## src/rtl/tortoise_pkg.sv

```systemverilog
// Shared front-end types: fetch entry layout plus instruction fetch queue sizing.
package tortoise_pkg;

    localparam int INSTR_PER_FETCH = 2;
    localparam int IFQ_DEPTH       = 8;
    localparam int IFQ_PUSH_W      = INSTR_PER_FETCH;
    localparam int IFQ_POP_W       = 2;
    localparam int IFQ_POP_CNT_W   = $clog2(IFQ_POP_W + 1);

    typedef logic [$clog2(IFQ_DEPTH)-1:0]   ifq_ptr_t;
    typedef logic [$clog2(IFQ_DEPTH+1)-1:0] ifq_cnt_t;

    typedef struct packed {
        logic       valid;
        logic [3:0] cause;
    } exception_t;

    typedef struct packed {
        logic        is_taken;
        logic [31:0] target;
    } branch_predict_t;

    typedef struct packed {
        logic            valid;
        logic [31:0]     pc;
        logic [31:0]     instr;
        exception_t      ex;
        branch_predict_t predict;
    } fetch_entry_t;

endpackage

```

## src/rtl/fetch_lane_compact.sv

```systemverilog
// Turns a fetch-group lane mask into kept lanes, packed write offsets and a write count.
module fetch_lane_compact
    import tortoise_pkg::*;
(
    input  logic     [IFQ_PUSH_W-1:0] lane_valid_i,
    input  logic     [IFQ_PUSH_W-1:0] lane_stop_i,
    output logic     [IFQ_PUSH_W-1:0] keep_o,
    output ifq_ptr_t [IFQ_PUSH_W-1:0] offset_o,
    output ifq_cnt_t                  n_written_o
);

    ifq_cnt_t cnt;
    logic     stop;

    // A kept lane that faults or is predicted taken ends the group; younger lanes are wrong-path.
    always_comb begin
        keep_o   = '0;
        offset_o = '0;
        cnt      = '0;
        stop     = 1'b0;
        for (int i = 0; i < IFQ_PUSH_W; i++) begin
            offset_o[i] = ifq_ptr_t'(cnt);
            if (lane_valid_i[i] && !stop) begin
                keep_o[i] = 1'b1;
                cnt       = cnt + ifq_cnt_t'(1);
                if (lane_stop_i[i]) stop = 1'b1;
            end
        end
        n_written_o = cnt;
    end

endmodule

```

## src/rtl/fetch_queue_mp.sv

```systemverilog
// Multi-port instruction fetch queue: compacted multi-lane push, in-order multi-entry pop, flush.
module fetch_queue_mp
    import tortoise_pkg::*;
(
    input  logic                               clk_i,
    input  logic                               rst_i,
    input  logic                               flush_i,
    input  logic         [IFQ_PUSH_W-1:0]      push_valid_i,
    input  fetch_entry_t [IFQ_PUSH_W-1:0]      push_entry_i,
    output logic                               push_ready_o,
    output logic         [IFQ_POP_W-1:0]       pop_valid_o,
    output fetch_entry_t [IFQ_POP_W-1:0]       pop_entry_o,
    input  logic         [IFQ_POP_CNT_W-1:0]   pop_cnt_i,
    output ifq_cnt_t                           count_o
);

    localparam ifq_cnt_t DEPTH_C  = ifq_cnt_t'(IFQ_DEPTH);
    localparam ifq_cnt_t PUSH_W_C = ifq_cnt_t'(IFQ_PUSH_W);
    localparam ifq_cnt_t POP_W_C  = ifq_cnt_t'(IFQ_POP_W);

    fetch_entry_t mem [IFQ_DEPTH];
    ifq_ptr_t     rd_ptr, wr_ptr;
    ifq_cnt_t     count;

    logic         [IFQ_PUSH_W-1:0] lane_stop;
    logic         [IFQ_PUSH_W-1:0] keep;
    ifq_ptr_t     [IFQ_PUSH_W-1:0] offset;
    fetch_entry_t [IFQ_PUSH_W-1:0] wr_entry;
    ifq_cnt_t                      n_written;
    logic                          push_fire;
    ifq_cnt_t                      push_add, pop_req, pop_eff;

    always_comb begin
        for (int i = 0; i < IFQ_PUSH_W; i++) begin
            lane_stop[i]      = push_entry_i[i].ex.valid || push_entry_i[i].predict.is_taken;
            wr_entry[i]       = push_entry_i[i];
            wr_entry[i].valid = 1'b1;
        end
    end

    fetch_lane_compact u_compact (
        .lane_valid_i (push_valid_i),
        .lane_stop_i  (lane_stop),
        .keep_o       (keep),
        .offset_o     (offset),
        .n_written_o  (n_written)
    );

    // Handshake: a group is accepted on a cycle with push_ready_o && |push_valid_i (upstream
    // holds it otherwise); ready looks only at the registered count, never at this cycle's pop.
    assign push_ready_o = (DEPTH_C - count) >= PUSH_W_C;
    assign push_fire    = push_ready_o && (|push_valid_i);
    assign push_add     = push_fire ? n_written : '0;

    // Over-large pop requests are capped at the port width, then at the occupancy.
    always_comb begin
        pop_req = ifq_cnt_t'(pop_cnt_i);
        if (pop_req > POP_W_C) pop_req = POP_W_C;
        pop_eff = (pop_req > count) ? count : pop_req;
    end

    always_ff @(posedge clk_i) begin
        if (rst_i || flush_i) begin
            rd_ptr <= '0;
            wr_ptr <= '0;
            count  <= '0;
        end else begin
            assert (ifq_cnt_t'(pop_cnt_i) <= count && ifq_cnt_t'(pop_cnt_i) <= POP_W_C);
            rd_ptr <= rd_ptr + ifq_ptr_t'(pop_eff);
            wr_ptr <= wr_ptr + ifq_ptr_t'(push_add);
            count  <= count + push_add - pop_eff;
        end
    end

    // Storage has no reset; validity comes entirely from count.
    always_ff @(posedge clk_i) begin
        if (!rst_i && !flush_i && push_fire) begin
            for (int i = 0; i < IFQ_PUSH_W; i++) begin
                if (keep[i]) mem[wr_ptr + offset[i]] <= wr_entry[i];
            end
        end
    end

    always_comb begin
        for (int k = 0; k < IFQ_POP_W; k++) begin
            pop_valid_o[k] = count > ifq_cnt_t'(k);
            pop_entry_o[k] = mem[rd_ptr + ifq_ptr_t'(k)];
        end
    end

    assign count_o = count;

endmodule
```

## config.mk

```make
export PLATFORM = sky130hd
export DESIGN_NAME = fetch_queue_mp
export DESIGN_NICKNAME = d
export VERILOG_FILES = /design/src/rtl/tortoise_pkg.sv /design/src/rtl/fetch_lane_compact.sv /design/src/rtl/fetch_queue_mp.sv
export SDC_FILE = /design/constraint.sdc
export NUM_CORES = 2
export LEC_CHECK = 0
export CAP_MARGIN = 15
export CORE_ASPECT_RATIO = 1.25
export CORE_MARGIN = 3
export CORE_UTILIZATION = 50
export CTS_CLUSTER_SIZE = 24
export DETAILED_ROUTE_END_ITERATION = 7
export PLACE_DENSITY = 0.71
export SETUP_SLACK_MARGIN = 0.1
export SLEW_MARGIN = 5
export SYNTH_ARGS = -nofsm -noshare
export SYNTH_HDL_FRONTEND = slang
export SYNTH_HIERARCHICAL = 1
export SYNTH_SLANG_ARGS = --single-unit
```

## constraint.sdc

```tcl
create_clock -name clk_i -period 19.65 [get_ports clk_i]
set_input_delay 3.93 -clock clk_i [delete_from_list [all_inputs] [get_ports clk_i]]
set_output_delay 3.93 -clock clk_i [all_outputs]
set_load 0.01 [all_outputs]
```

==> summary.md <==
| Metric | Value |
|---|---|
| CP required | `15720 ps` |
| Max-slew violation count | `0` |
| Max cap viols | `0` |
| Root Buffer | `clkbuf_16` |
| Initial antenna violation count | `30` |
| Post-route cell area | `55700 um2` |
| First-pass GRT wire length | `199 mm` |
| Fmax | `109 MHz` |
| WL final | `136 mm` |
| Final setup violation count | `0` |
| Site Rows | `126` |
| Clock Latency Late Sink | `650 ps` |
| Worst reg2reg setup slack | `14540 ps` |
| Most common cell after layout, fill and taps aside | `edfxtp_1` |
| Post-layout net count | `3192` |
| CP peak stage delay | `950 ps` |
| Clock Sinks | `826` |
| Worst Setup Start Kind | `flop` |
| R2R cell count | `9` |
| Routability cong. | `0.784` |
| FF-to-FF Start | `count_o[0]$_SDFF_PP0_` |
| Post-CTS Hold Fix Bufs | `0` |
| Max-slew headroom | `0.233` |
| DR iter-0 viols | `2457` |
| Hold crit path type | `reg2reg` |
| DRC | `0` |
| Core ar. | `94600 um2` |
| Area post-placement | `52700 um2` |
| Worst Setup Path Type | `reg2out` |
| Vias/cell | `6.54` |
| Hold Path Depth | `2` |
| Cell family with most CP delay | `buffers and inverters` |
| Post-CTS resize count | `0` |
| IR drop worst, VDD | `0.0716 mV` |
| Final Cycle Share | `0.467` |
| Area grow syn2layout | `16.6%` |
| Gr ovfl total | `0` |
| Layout cell share with drive strength beyond 1 | `0.435` |
| Area of the mapped netlist | `47800 um2` |
| WHS Endpoint | `wr_ptr[0]$_SDFF_PP0_` |
| Critical path's slowest cell | `buf_4` |
| IO Port Bufs | `421` |
| Fin Clk Skew | `19.9 ps` |
| Worst-margin pin slew | `1150 ps` |
| Routed wire per std cell | `31.9 um` |
| CTS Buf Count | `89` |
| PD cells | `95.0 nW/um2` |
| Post-DP HPWL | `77.9 mm` |
| H-tree Lvls | `3` |
| Post-route ant nets | `0` |
| Post-CTS setup buffer count | `0` |
| Post-layout minimum cycle time | `9170 ps` |
| Setup slack after layout | `10480 ps` |
| Starting Density | `0.505` |
| Die ar. | `99300 um2` |
| Die height | `352 um` |
| Pre-CTS setup slack | `10650 ps` |
| I/O pins | `426` |
| Setup tns final | `0 ps` |
| CTS tree | `built` |
| Vias in the first global route | `30400` |
| Avg Inst Size Synth | `18.3 um2` |
| Reg2Reg Capture Point | `mem[3][78]$_DFFE_PP_` |
| 1st-pass router iterations | `5` |
| CP endpoint kind | `primary output` |
| Worst Path Arrival | `5240 ps` |
| Reg clk slew, reported paths | `60 ps` |
| Final Hold Fails | `0` |
| Worst Path Buf+Inv | `3` |
| CP cell instances | `ha_4, buf_4, buf_4, mux4_2, mux2_2, clkdlybuf4s50_1` |
| Leak | `17.3 nW` |
| Clock Tree Buf Depth | `3` |
| Maximum fanout along the worst path | `65` |
| Global Route Usage Sum | `0.275` |
| Most frequent cells in the layout | `816 x edfxtp_1, 710 x mux2_2, 421 x clkdlybuf4s50_1` |
| Synthesized instance count | `2604` |
| Crit path top cell by count | `buf_4` |
| Status | `finished clean` |
| Largest net degree at the start of global routing | `134` |
| Vias | `27900` |
| Synth warn | `6` |
| RSZ-0062 raised after global routing | `no` |
| Hold wc startpoint | `wr_ptr[0]$_SDFF_PP0_` |
| Chip width | `282 um` |
## tightest hold or removal path: cells and delay by family, from the launching register on
kind                       cells  cell delay (ps)
and+or+nand+nor                1              100
DFF                            1              390
adders and majority gates      1              140
## flip-flops by register name (all words and copies together) (netlist names)
name and cells:
count_o 4, rd_ptr 3, mem 816, wr_ptr 3
## cell type report
type	count	area (um2)
Antenna cell	26	65.1
Clock inverter	49	493
Multi-Input combinational cell	1552	21800
Timing Repair Buffer	473	4640
Fill cell	7044	38900
Inverter	15	56.3
Sequential cell	826	24700
Clock buffer	110	2370
Tap cell	1216	1520
## how the worst max path moves through the flow
stage	from	endpoint	slack (ps)	cells past startpoint
2_1_floorplan	push_valid_i[0]	mem[0][0]$_DFFE_PP_	9520	6
3_3_place_gp	push_entry_i[37]	mem[3][94]$_DFFE_PP_	10730	9
3_5_place_dp	push_entry_i[37]	mem[1][47]$_DFFE_PP_	10650	9
4_1_cts	rd_ptr[1]$_SDFF_PP0_	pop_entry_o[34]	10440	6
5_1_grt	rd_ptr[1]$_SDFF_PP0_	pop_entry_o[34]	10250	6
6_report	rd_ptr[0]$_SDFF_PP0_	pop_entry_o[113]	10480	6
## through the flow
stage / hold slack, ps / util / total power [mW] / cells
after floorplan: 578 / - / 3.03 / 2611
after detailed placement: 648 / 0.557 / 3.65 / 4081
after CTS: 662 / 0.588 / 5.33 / 4240
final: 661 / 0.589 / 5.29 / 4267
after global placement: 649 / 0.557 / 3.63 / 4081
after global routing: 697 / 0.588 / 5.50 / 4254
## power breakdown
part | internal [mW] | leakage (nW) | switching (mW)
registers | 2.01 | 7.43 | 0.0414
clock network | 0.982 | 1.38 | 0.690
logic | 0.821 | 8.45 | 0.740
total | 3.82 | 17.3 | 1.47
## layer usage
metal | global-route usage | vias up | wire (um)
li1 | - | 11600 | -
met1 | 0.348 | 15000 | 52500
met2 | 0.465 | 994 | 69000
met3 | 0.0634 | 203 | 10500
met4 | 0.0960 | 14 | 4180
met5 | 0 | - | 90
(Power assumes the default switching activity.)
